<file path="src/rtl/usram_arb_pkg.sv">
// Shared types and default sizes for the unified SRAM arbiter.
package usram_arb_pkg;

  localparam int AW_DEF       = 12;
  localparam int DW_DEF       = 64;
  localparam int MAX_WAIT_DEF = 16;

  typedef enum logic {OWN_SOC, OWN_ACC} owner_e;

  typedef enum logic {SHARED, ACC_OWN} arb_state_e;

endpackage

</file>
<file path="src/rtl/usram_arbiter.sv">
// Single-port SRAM arbiter between SoC port and MHSA accelerator: round-robin when idle, acc priority while busy.
// Latency: grant drives SRAM in the same cycle; read data returns with rvalid exactly one cycle after a read grant.
// Backpressure: losers see gnt=0 and must hold their request; USRAM_ARB_STARVE_EN bounds SoC wait under acc priority.
module usram_arbiter
  import usram_arb_pkg::*;
#(
  parameter int AW       = AW_DEF,
  parameter int DW       = DW_DEF,
  parameter int MAX_WAIT = MAX_WAIT_DEF
) (
  input  logic          clk,
  input  logic          rst,
  input  logic          acc_busy,
  input  logic          soc_req,
  input  logic          soc_we,
  input  logic [AW-1:0] soc_addr,
  input  logic [DW-1:0] soc_wdata,
  output logic          soc_gnt,
  output logic          soc_rvalid,
  output logic [DW-1:0] soc_rdata,
  input  logic          acc_req,
  input  logic          acc_we,
  input  logic [AW-1:0] acc_addr,
  input  logic [DW-1:0] acc_wdata,
  output logic          acc_gnt,
  output logic          acc_rvalid,
  output logic [DW-1:0] acc_rdata,
  output logic          sram_ce,
  output logic          sram_we,
  output logic [AW-1:0] sram_addr,
  output logic [DW-1:0] sram_wdata,
  input  logic [DW-1:0] sram_rdata
);

  arb_state_e state;
  owner_e     last_win;
  owner_e     rd_owner;
  logic       rd_pend;
  logic       starve;

  always_comb begin
    soc_gnt = 1'b0;
    acc_gnt = 1'b0;
    if (!rst) begin
      if (soc_req && acc_req) begin
        if (state == ACC_OWN) begin
          soc_gnt = starve;
          acc_gnt = ~starve;
        end else if (last_win == OWN_SOC) begin
          acc_gnt = 1'b1;
        end else begin
          soc_gnt = 1'b1;
        end
      end else begin
        soc_gnt = soc_req;
        acc_gnt = acc_req;
      end
    end
  end

  assign sram_ce    = soc_gnt | acc_gnt;
  assign sram_we    = (acc_gnt & acc_we) | (soc_gnt & soc_we);
  assign sram_addr  = acc_gnt ? acc_addr  : soc_addr;
  assign sram_wdata = acc_gnt ? acc_wdata : soc_wdata;

  always_ff @(posedge clk) begin
    if (rst) begin
      state    <= SHARED;
      last_win <= OWN_SOC;
      rd_pend  <= 1'b0;
      rd_owner <= OWN_SOC;
    end else begin
      state   <= acc_busy ? ACC_OWN : SHARED;
      rd_pend <= sram_ce & ~sram_we;
      if (sram_ce) begin
        last_win <= acc_gnt ? OWN_ACC : OWN_SOC;
        rd_owner <= acc_gnt ? OWN_ACC : OWN_SOC;
      end
    end
  end

  // A reset arriving while a read is in flight must squash its response.
  assign soc_rvalid = rd_pend & ~rst & (rd_owner == OWN_SOC);
  assign acc_rvalid = rd_pend & ~rst & (rd_owner == OWN_ACC);
  assign soc_rdata  = sram_rdata;
  assign acc_rdata  = sram_rdata;

`ifdef USRAM_ARB_STARVE_EN
  localparam int CW = $clog2(MAX_WAIT + 1);

  logic [CW-1:0] wait_cnt;

  always_ff @(posedge clk) begin
    if (rst || state != ACC_OWN || soc_gnt) begin
      wait_cnt <= '0;
    end else if (soc_req && wait_cnt != CW'(MAX_WAIT)) begin
      wait_cnt <= wait_cnt + CW'(1);
    end
  end

  assign starve = (wait_cnt == CW'(MAX_WAIT));
`else
  logic unused_max_wait;
  assign unused_max_wait = ^MAX_WAIT;
  assign starve = 1'b0;
`endif

endmodule
</file>
<file path="config.mk">
export PLATFORM = sky130hd
export DESIGN_NAME = usram_arbiter
export DESIGN_NICKNAME = d
export VERILOG_FILES = /design/src/rtl/usram_arb_pkg.sv /design/src/rtl/usram_arbiter.sv
export SDC_FILE = /design/constraint.sdc
export NUM_CORES = 1
export LEC_CHECK = 0
export BUFFER_PORTS_ARGS = -buffer_cell sky130_fd_sc_hd__buf_4
export CAP_MARGIN = 30
export CORE_AREA = 2 2 168 170
export CTS_CLUSTER_DIAMETER = 50
export CTS_CLUSTER_SIZE = 25
export DETAILED_ROUTE_END_ITERATION = 10
export DIE_AREA = 0 0 170 172
export GPL_ROUTABILITY_DRIVEN = 0
export SETUP_SLACK_MARGIN = 0.15
export SLEW_MARGIN = 30
export SYNTH_ARGS = -nofsm -noshare
export SYNTH_HDL_FRONTEND = slang
export SYNTH_SLANG_ARGS = --single-unit
export TNS_END_PERCENT = 100
</file>
<file path="constraint.sdc">
create_clock -name clk -period 1.97 [get_ports clk]
set_clock_uncertainty 0.1 [all_clocks]
set_input_delay 0.394 -clock clk [delete_from_list [all_inputs] [get_ports clk]]
set_output_delay 0.394 -clock clk [all_outputs]
set_load 0.02 [all_outputs]
</file>
==> impl_results.md <==
- Worst setup SP type: flip-flop
- Most frequent cells in the layout: buf_4 (191), buf_6 (62), mux2_4 (47)
- First-pass GRT wire length: roughly 13000 um
- Die width: ~170 um
- Pre-CTS WS: -0.04432 ns
- Root Driver: clkbuf_16
- Slew headroom: 0.7996
- Drt drc: 0
- Fmax: roughly 470 MHz
- Required time worst endpoint: approximately 1.5 ns
- Tcrit/Tclk final: 1.085
- Initial antenna violation count: 1
- Critical path peak fanout: 14
- Row count: ~60
- Pwr Density: 359.5 mW/mm^2
- Cell Area, Synth: roughly 0.0021 mm^2
- First-pass detailed-route iteration total: 4
- Synth Register Bits: 3
- Critical path class: reg -> out
- Final layout net count: ~600
- VDD IR max: between 0.7 and 0.8 mV
- Via/cell ratio: about 2.9
- Hold depth: 2
- CTS Hold Buffers Added: 0
- Worst setup EP type: primary output
- Failing checks: setup timing
- All-layer global routing usage: 0.05752
- Synth Instances: 231
- RSZ-0062 raised after global routing: true
- Yosys synthesis warning count: 0
- DIE HEIGHT: 172 um
- Pwr Total: approximately 1500 uW
- Hold_sp: acc_busy
- Status: complete, but fails checks
- Psw: approximately 480 uW
- Worst reg-to-reg path cell count: 7
- Synth unique cells: 19
- Routed wire length per instance: between 10 and 15 um
- Clk pin slew, worst setup/hold paths: 0.03 ns
- Combinational fraction of design power: 0.738
- Internal power: between 1000 and 1500 uW
- Largest net degree at the start of global routing: 16
- Syn_nets: ~450
- Crit path launch: state
- Hold Crit Class: in -> reg
- Max Cap Viol: 0
- Vias in the first global route: 2221
- Initial DRC Count: 26
- Core Area: between 0.02 and 0.03 mm^2
- DPL Wire Length: just under 8000 um
- Antenna Nets Post-Route: 0
- Clock power frac: 0.215
- CTS sink cnt: 3
- Static leakage: roughly 0.0021 uW
- Routed WL: ~10000 um
- Worst slew pin tran: ~0.3 ns
- Post-route minimum period: between 2 and 2.5 ns
- Reg power frac: 0.047
- Total number of vias: between 2000 and 2500
- Sequential share of the synthesized area: 0.02797
- Die area: between 0.02 and 0.03 mm^2
- Worst-case clock buffer depth: 2
- Initial Util: 0.07814
- TritonCTS Buffers: 3
- Hold Fails Final Rpt: 0
- Clk_lat worst skew: roughly 0.22 ns
- Top Ports: approximately 430
- Commonest non-fill, non-tap cell in the layout: buf_4
- Slew Limit Fails: 0
- Post-route setup slack: -0.1667 ns
- Crit path DAT: about 1.6 ns
- H-tree levels: 1
- Layout fillers: about 3100
- Avg Cell Area, Syn: around 9.3 um^2
- Final setup fails: between 70 and 80
- Area Overhead vs Synth: 93.53%
- IO buf count: 240
- CTS tree: done
- Layout cell share with drive strength beyond 1: 0.9643
- Critical R2R Launch: state
- Sw Ratio: 0.3223
- GRT Residual Overflow: 0
## cell type report
type / count / area [um^2] / area share
antenna: 1 / 2.502 / 0.0006022
clock buffer: 4 / 78.83 / 0.01897
inverter: 2 / 7.507 / 0.001807
multi-input combinational: 90 / 1161 / 0.2794
sequential: 3 / 62.56 / 0.01506
tap: 346 / 432.9 / 0.1042
timing repair buffer: 265 / 2410 / 0.5799
## worst max-delay path, stage by stage (launching register included)
cell and delay (ns):
dfxtp_2 0.31, nand3b_4 0.15, nand3b_4 0.14, buf_6 0.12, buf_12 0.09, buf_16 0.13
mux2_2 0.34, buf_6 0.13
## per-layer routing
metal	global-route usage	part of all wire
met4	0.03010	0.041
met1	0.05562	0.32
met2	0.09760	0.49
met3	0.03342	0.15
met5	0	0
## cell families (layout without fill, tap and decap cells)
group,after synthesis,after routing,share of synthesized area
buffers and inverters,138,271,0.4860
multiplexers,76,76,0.4318
AND/OR/NAND/NOR,10,10,0.03847
AO/OA/AOI/OAI,4,4,0.01573
flip-flops,3,3,0.02797
other,0,1,0
## final timing paths
kind	to	slack, ns
setup / recovery	sram_addr[5]	-0.17
hold reg to reg	rd_owner	0.55
setup reg to reg	rd_pend	0.42
hold / removal	state	0.28
## power groups by stage
stage	clock (uW)	combinational, uW	sequential [uW]
6_report	321	1100	70.3
5_1_grt	337	1160	70.9
4_1_cts	326	1050	70.3
3_5_place_dp	0	915	69.5
3_3_place_gp	0	908	69.7
2_1_floorplan	0	796	69.9
## synth_stat cells, drive strengths merged
cell	n	area, um^2
a221oi	1	15.01
or2	1	6.260
nand2b	3	18.77
nor2	1	3.750
and3b	1	8.760
mux2	76	927.1
a22o	1	8.760
nor3b	1	7.510
inv	2	7.510
a21oi	1	5.000
buf	136	1036
nor2b	1	6.260
dfxtp	3	60.06
o21ai	1	5.000
nand3b	2	31.28
## timing repair
item                       4_1_cts  5_1_grt
setup endpoints to repair       79       79
cloned                           3        2
hold endpoints to repair         0        0
resized for setup               68       35
pin swaps                        2        2
setup buffers                    7        2
## flip-flops by register name, indices dropped and copies added (netlist names)
| signal | count |
|---|---|
| rd_pend | 1 |
| rd_owner | 1 |
| state | 1 |
## stage by stage
stage | util | std cells | hold WS [ns] | setup TNS (ns) | cell area (um^2)
after floorplan | - | 231 | 0.3656 | 0 | 2147
after global placement | 0.1257 | 692 | 0.5070 | -0.05654 | 3453
after detailed placement | 0.1257 | 692 | 0.5116 | -0.3760 | 3453
after CTS | 0.1437 | 706 | 0.2801 | -9.995 | 3949
after global routing | 0.1512 | 711 | 0.2840 | -13.07 | 4155
final | 0.1512 | 711 | 0.2808 | -8.537 | 4155
(Power assumes the default switching activity.)
